File: src/rtl/m_load_unit_pkg.sv
// Shared definitions for the M-stage load path: load op codes, FSM states and the
// data-bus address map also used by the store-side checker.
package m_load_unit_pkg;

    localparam logic [2:0] DE_NONE = 3'd0;
    localparam logic [2:0] DE_LW   = 3'd1;
    localparam logic [2:0] DE_LH   = 3'd2;
    localparam logic [2:0] DE_LHU  = 3'd3;
    localparam logic [2:0] DE_LB   = 3'd4;
    localparam logic [2:0] DE_LBU  = 3'd5;

    typedef enum logic [1:0] {
        ST_IDLE  = 2'd0,
        ST_WAIT  = 2'd1,
        ST_DRAIN = 2'd2,
        ST_DONE  = 2'd3
    } ld_state_e;

    localparam logic [31:0] DM_BEGIN  = 32'h0000_0000;
    localparam logic [31:0] DM_END    = 32'h0000_2FFF;
    localparam logic [31:0] TC1_BEGIN = 32'h0000_7F00;
    localparam logic [31:0] TC1_END   = 32'h0000_7F0B;
    localparam logic [31:0] TC2_BEGIN = 32'h0000_7F10;
    localparam logic [31:0] TC2_END   = 32'h0000_7F1B;

    function automatic logic in_range(input logic [31:0] a, input logic [31:0] lo,
                                      input logic [31:0] hi);
        return (a >= lo) && (a <= hi);
    endfunction

    // Codes 6 and 7 are unused and behave like DE_NONE.
    function automatic logic is_load_op(input logic [2:0] op);
        return (op == DE_LW) || (op == DE_LH) || (op == DE_LHU) ||
               (op == DE_LB) || (op == DE_LBU);
    endfunction

endpackage

File: src/rtl/m_load_unit_if.sv
// Read side of the data bus (DM, TC1, TC2 behind the bridge): req/ack handshake.
interface m_load_unit_if;
    logic        rd_req;
    logic [31:0] rd_addr;
    logic        rd_ack;
    logic [31:0] rd_data;

    modport master (output rd_req, output rd_addr, input rd_ack, input rd_data);
    modport slave  (input rd_req, input rd_addr, output rd_ack, output rd_data);
endinterface

File: src/rtl/m_load_ext.sv
// Combinational align/extend of a returned bus word according to the load op and
// the low address bits of the access.
module m_load_ext
    import m_load_unit_pkg::*;
(
    input  logic [2:0]  op,
    input  logic [1:0]  a,
    input  logic [31:0] word,
    output logic [31:0] data
);

    logic [7:0]  lane [4];
    logic [7:0]  sel_byte;
    logic [15:0] sel_half;

    genvar gi;
    generate
        for (gi = 0; gi < 4; gi++) begin : g_lane
            assign lane[gi] = word[8*gi +: 8];
        end
    endgenerate

    assign sel_byte = lane[a];
    assign sel_half = a[1] ? word[31:16] : word[15:0];

    always_comb begin
        data = word;
        case (op)
            DE_LH:   data = {{16{sel_half[15]}}, sel_half};
            DE_LHU:  data = {16'h0000, sel_half};
            DE_LB:   data = {{24{sel_byte[7]}}, sel_byte};
            DE_LBU:  data = {24'h00_0000, sel_byte};
            default: data = word;
        endcase
    end

endmodule

File: src/rtl/m_load_unit.sv
// M-stage load unit: address check (AdEL), req/ack bus read with pipeline stall,
// flush draining, timeout, and aligned/extended result for writeback.
module m_load_unit
    import m_load_unit_pkg::*;
#(
    parameter int TIMEOUT = 16
) (
    input  logic                 clk,
    input  logic                 reset,
    input  logic                 load,
    input  logic [2:0]           DEOp,
    input  logic [31:0]          Addr,
    input  logic                 Req,
    input  logic                 EXC_DMOv,
    m_load_unit_if.master        bus,
    output logic                 stall,
    output logic                 ld_valid,
    output logic [31:0]          ld_data,
    output logic                 EXC_AdEL,
    output logic                 bus_err
);

    localparam int CW = (TIMEOUT > 2) ? $clog2(TIMEOUT) : 1;

    ld_state_e   state_reg;
    logic [2:0]  op_reg;
    logic [1:0]  a_reg;
    logic [31:0] rd_addr_reg;
    logic        rd_req_reg;
    logic [CW-1:0] cnt_reg;
    logic        ld_valid_reg;
    logic [31:0] ld_data_reg;
    logic        bus_err_reg;

    logic        valid_op;
    logic        misaligned;
    logic        in_dm;
    logic        in_tc;
    logic        go;
    logic [31:0] ext_data;

    assign valid_op = load && is_load_op(DEOp);
    assign in_dm    = in_range(Addr, DM_BEGIN, DM_END);
    assign in_tc    = in_range(Addr, TC1_BEGIN, TC1_END) || in_range(Addr, TC2_BEGIN, TC2_END);

    always_comb begin
        misaligned = 1'b0;
        case (DEOp)
            DE_LW:          misaligned = |Addr[1:0];
            DE_LH, DE_LHU:  misaligned = Addr[0];
            default:        misaligned = 1'b0;
        endcase
    end

    // Timer registers are word-wide only, so sub-word loads there fault.
    assign EXC_AdEL = valid_op && (EXC_DMOv || misaligned || !(in_dm || in_tc) ||
                                   (in_tc && (DEOp != DE_LW)));
    assign go = valid_op && !EXC_AdEL && !Req;

    always_comb begin
        stall = 1'b0;
        case (state_reg)
            ST_IDLE:  stall = go;
            ST_WAIT:  stall = 1'b1;
            ST_DRAIN: stall = load;
            ST_DONE:  stall = 1'b0;
            default:  stall = 1'b0;
        endcase
    end

    m_load_ext u_ext (
        .op   (op_reg),
        .a    (a_reg),
        .word (bus.rd_data),
        .data (ext_data)
    );

    always_ff @(posedge clk or negedge reset) begin
        if (!reset) begin
            state_reg    <= ST_IDLE;
            op_reg       <= DE_NONE;
            a_reg        <= 2'b00;
            rd_addr_reg  <= 32'h0;
            rd_req_reg   <= 1'b0;
            cnt_reg      <= '0;
            ld_valid_reg <= 1'b0;
            ld_data_reg  <= 32'h0;
            bus_err_reg  <= 1'b0;
        end else begin
            ld_valid_reg <= 1'b0;
            bus_err_reg  <= 1'b0;
            case (state_reg)
                ST_IDLE: begin
                    if (go) begin
                        op_reg      <= DEOp;
                        a_reg       <= Addr[1:0];
                        rd_addr_reg <= {Addr[31:2], 2'b00};
                        rd_req_reg  <= 1'b1;
                        cnt_reg     <= '0;
                        state_reg   <= ST_WAIT;
                    end
                end
                ST_WAIT: begin
                    cnt_reg <= cnt_reg + 1'b1;
                    if (Req) begin
                        // A flush that coincides with the ack needs no drain: the read is already over.
                        if (bus.rd_ack) begin
                            rd_req_reg <= 1'b0;
                            state_reg  <= ST_IDLE;
                        end else begin
                            state_reg  <= ST_DRAIN;
                        end
                    end else if (bus.rd_ack) begin
                        ld_data_reg  <= ext_data;
                        rd_req_reg   <= 1'b0;
                        ld_valid_reg <= 1'b1;
                        state_reg    <= ST_DONE;
                    end else if (cnt_reg == CW'(TIMEOUT - 1)) begin
                        ld_data_reg  <= 32'h0;
                        rd_req_reg   <= 1'b0;
                        ld_valid_reg <= 1'b1;
                        bus_err_reg  <= 1'b1;
                        state_reg    <= ST_DONE;
                    end
                end
                ST_DRAIN: begin
                    if (bus.rd_ack) begin
                        rd_req_reg <= 1'b0;
                        state_reg  <= ST_IDLE;
                    end
                end
                ST_DONE: begin
                    state_reg <= ST_IDLE;
                end
                default: begin
                    state_reg <= ST_IDLE;
                end
            endcase
        end
    end

    assign bus.rd_req  = rd_req_reg;
    assign bus.rd_addr = rd_addr_reg;
    assign ld_valid    = ld_valid_reg;
    assign ld_data     = ld_data_reg;
    assign bus_err     = bus_err_reg;

endmodule

File: src/flat_wrapper.sv
// flat-port wrapper written by rule: the top's interface ports become plain ports
module m_load_unit_flat import m_load_unit_pkg::*;
#(
    parameter int TIMEOUT = 16
)
  (clk, reset, load, DEOp, Addr, Req, EXC_DMOv, stall, ld_valid, ld_data, EXC_AdEL, bus_err, bus_rd_req, bus_rd_addr, bus_rd_ack, bus_rd_data);
  m_load_unit_if bus_i ();
  input  logic clk;
  input  logic reset;
  input  logic load;
  input  logic [2:0] DEOp;
  input  logic [31:0] Addr;
  input  logic Req;
  input  logic EXC_DMOv;
  output logic stall;
  output logic ld_valid;
  output logic [31:0] ld_data;
  output logic EXC_AdEL;
  output logic bus_err;
  output wire logic [$bits(bus_i.rd_req)-1:0] bus_rd_req;
  output wire logic [$bits(bus_i.rd_addr)-1:0] bus_rd_addr;
  input wire logic [$bits(bus_i.rd_ack)-1:0] bus_rd_ack;
  input wire logic [$bits(bus_i.rd_data)-1:0] bus_rd_data;
  assign bus_rd_req = bus_i.rd_req;
  assign bus_rd_addr = bus_i.rd_addr;
  assign bus_i.rd_ack = bus_rd_ack;
  assign bus_i.rd_data = bus_rd_data;
  m_load_unit #(.TIMEOUT(TIMEOUT)) u_core (.clk(clk), .reset(reset), .load(load), .DEOp(DEOp), .Addr(Addr), .Req(Req), .EXC_DMOv(EXC_DMOv), .bus(bus_i), .stall(stall), .ld_valid(ld_valid), .ld_data(ld_data), .EXC_AdEL(EXC_AdEL), .bus_err(bus_err));
endmodule
File: config.mk
export PLATFORM = sky130hd
export DESIGN_NAME = m_load_unit_flat
export DESIGN_NICKNAME = d
export VERILOG_FILES = /design/src/rtl/m_load_unit_pkg.sv /design/src/rtl/m_load_unit_if.sv /design/src/rtl/m_load_ext.sv /design/src/rtl/m_load_unit.sv /design/src/flat_wrapper.sv
export SDC_FILE = /design/constraint.sdc
export NUM_CORES = 1
export LEC_CHECK = 0
export ABC_AREA = 1
export CAP_MARGIN = 20
export CORE_AREA = 10 10 102 104
export DETAILED_ROUTE_END_ITERATION = 16
export DIE_AREA = 0 0 112 114
export DONT_BUFFER_PORTS = 1
export GPL_TIMING_DRIVEN = 0
export PLACE_DENSITY_LB_ADDON = 0.2
export SYNTH_ARGS = -nofsm -noshare
export SYNTH_HDL_FRONTEND = slang
export SYNTH_HIERARCHICAL = 1
export SYNTH_SLANG_ARGS = --single-unit
File: constraint.sdc
create_clock -name clk -period 1.7 [get_ports clk]
set_input_delay 0.425 -clock clk [delete_from_list [all_inputs] [get_ports clk]]
set_output_delay 0.425 -clock clk [all_outputs]
set_load 0.05 [all_outputs]
==> results.tsv <==
stage	metric	value	unit
cts	cts.sinks	76	
cts	clk_latency	0.35	ns
critical_path	path_delay_family	flip-flops	
final_layout	syn2layout_area_growth	16.4	%
final_layout	fin_area	4750	µm²
detailed_routing	vias	3706	
min_path	hold_class	input pin to asynchronous set/reset pin	
power	powerDensity	1520	nW/µm²
detailed_routing	wire_per_inst	17.3	µm
logic_synthesis	ys_seq_elements	76	
final_layout	final_layout_size_suffix_gt1_share	18.9	%
flow_run	cap_violations	0	
critical_path	start_kind	register	
timing	holdWs	-0.235	ns
final_layout	fin_nets	656	
timing	min_period	1.84	ns
die	initial_utilization	48.2	%
die	die_w	112	µm
final_layout	layout_commonest_cell	nand2_1	
detailed_routing	drc	0	
critical_path	crit_chain	inv_2 > ha_4 > nand4_4 > nand2_4 > inv_6 > nand2_8	
critical_path	reg2reg_from	u_core/state_reg[1]	
place	gp_congestion	0.874	
final_layout	fillCellCount	803	
die	rows	34	
detailed_routing	drt-met1-wl	4340	µm
final_layout	largest_reg_flops	32	
timing	fin_tns_setup	-0.278	ns
cts	cts_tree	yes	
logic_synthesis	synthTopCellsByArea	dfrtp_1 47%, nand2_1 18%, nand3_1 10%, inv_1 4.4%, o21ai_0 4.3%	
timing	slew_headroom	65.5	%
critical_path	arrival	1.42	ns
critical_path	rrSetupSlack	0.02	ns
global_routing	overflow	0	
die	ios	142	
logic_synthesis	avgSynthCellArea	7.35	µm²
detailed_routing	drtPass1Iterations	5	
cts	cts_max_path_buffers	2	
cts	htree_levels	3	
critical_path	crit_fanout	4	
timing	period_share	108	%
die	die_area	12800	µm²
final_layout	layout_common_cells	189 x nand2_1, 81 x nand3_1, 76 x dfrtp_1, 41 x inv_1, 31 x o21ai_1	
cts	numCtsBuffers	9	
critical_path	cp_slowest_stage_delay	0.43	ns
logic_synthesis	synthCells	555	
timing	worst_pin_slew	0.517	ns
critical_path	critPathRequiredTime	1.27	ns
status	status	finished with violations	
timing	max_freq	0.543	GHz
status	violations	hold timing, setup timing	
die	die_y	114	µm
critical_path	r2r_cells	8	
timing	clock_skew	0.0143	ns
power	p_leak	0.00254	µW
logic_synthesis	ys.warnings.count	6	
global_routing	antenna_found_initial	0	
timing	rsz0062_at_grt	true	
detailed_routing	routed_wl	11900	µm
global_routing	grt_max_degree	77	
critical_path	end_kind	primary output	
timing	worst_slack	-0.141	ns
detailed_routing	via_per_inst	5.37	
detailed_routing	wl_met3	1620	µm
detailed_routing	dr.first_iter.drc_count	135	
power	peakVddDrop	0.582	mV
detailed_routing	detail-route-antenna-nets	0	
critical_path	cp_num_buf_inv	2	
global_routing	first_global_vias	3654	
final_layout	diodes	0	
logic_synthesis	synth_cell_types	26	
critical_path	r2r_end	u_core/ld_data[24]	
place	io_buffers	0	
place	placed_area	4250	µm²
logic_synthesis	synth.largest_area_cell	dfrtp_1	
timing	final-max-slew-violation-count	0	
global_routing	grt_pass1_wl	18700	µm
die	core_area	8470	µm²
critical_path	crit_type	register to primary output	
critical_path	cp_slowest_cell	dfrtp_1	
detailed_routing	met2WireLength	5870	µm
timing	hold_viol	76	
detailed_routing	dr.max_layer_used	met4	
place	place_hpwl	9050	µm
global_routing	gr-usage-all-layers	18.0	%
logic_synthesis	yosys.area.top_type_share	46.6	%
cts	clkTransAtPathRegs	0.08	ns
cts	cts-root-buf	clkbuf_8	
logic_synthesis	synth_area	4080	µm²
timing	finalSetupViolCount	2	
logic_synthesis	seq_area_frac_synth	46.6	%
[logic make-up (layout without fill, tap and decap cells)]
| family | count (synthesis) | after routing | synth area share [%] |
|---|---|---|---|
| AO/OA/AOI/OAI | 59 | 59 | 7.24 |
| XOR/XNOR | 1 | 1 | 0.215 |
| adder cells (fa/ha/maj) | 4 | 4 | 1.23 |
| buffers and inverters | 86 | 112 | 9.54 |
| flip-flops | 76 | 76 | 46.6 |
| other | 1 | 2 | 0.0920 |
| AND/OR/NAND/NOR | 328 | 328 | 35.0 |
[synthesized netlist by cell type (all sizes together)]
cell and count:
xor2 1, conb 1, inv 57, dfrtp 76, clkbuf 13, a21oi 5
nand3 85, and2 1, or2 2, o21ai 54, buf 16, nor2 25
nor3 3, nand2 206, ha 4, nand4 6
[per-layer routing]
layer	GRT usage [%]	vias up
met5	0	-
met4	4.57	0
met3	9.29	10
met2	30.2	153
met1	19.7	1736
li1	-	1807
[final cells by class]
type                       instances  area, µm²  share of cell area (%)
multi-input combinational        394       1950                    41.1
sequential                        76       1900                    40.1
inverter                          57        249                    5.25
buffer                            28        190                    4.01
clock buffer                      10        138                    2.90
tap                              108        135                    2.85
timing repair buffer              13        110                    2.32
clock inverter                     4       73.8                    1.56
[through the flow]
| stage | total power (µW) | worst slack, ns | cells | utilization [%] |
|---|---|---|---|---|
| final | 7200 | -0.141 | 690 | 56.1 |
| after global routing | 7570 | -0.203 | 690 | 56.1 |
| after CTS | 7150 | -0.120 | 686 | 55.0 |
| after detailed placement | 5360 | -0.342 | 664 | 50.2 |
| after global placement | 5310 | -0.333 | 664 | 50.2 |
| after floorplan | 4990 | -0.102 | 556 | - |
[how the worst max path moves through the flow]
stage	to	slack, ns	cells past startpoint	from
2_1_floorplan	stall	-0.10	9	Addr[30]
3_3_place_gp	stall	-0.33	9	Addr[24]
3_5_place_dp	stall	-0.34	11	Addr[5]
4_1_cts	stall	-0.12	6	u_core/state_reg[0]
5_1_grt	stall	-0.20	6	u_core/state_reg[0]
6_report	stall	-0.14	6	u_core/state_reg[0]
[where the power goes]
group,total [µW],switching [µW],internal [µW]
clock network,1520,661,854
registers,4020,1780,2240
logic,1660,989,674
total,7200,3430,3770
[repair_timing]
item | 4_1_cts | 5_1_grt
endpoints found under the setup margin | 34 | 37
buffers inserted | 8 | 5
resized for setup | 41 | 36
pin swaps | 14 | 14
endpoints found under the hold margin | 76 | 76
gates cloned | 0 | 0
Note: power is estimated with default switching activity, not from simulation.
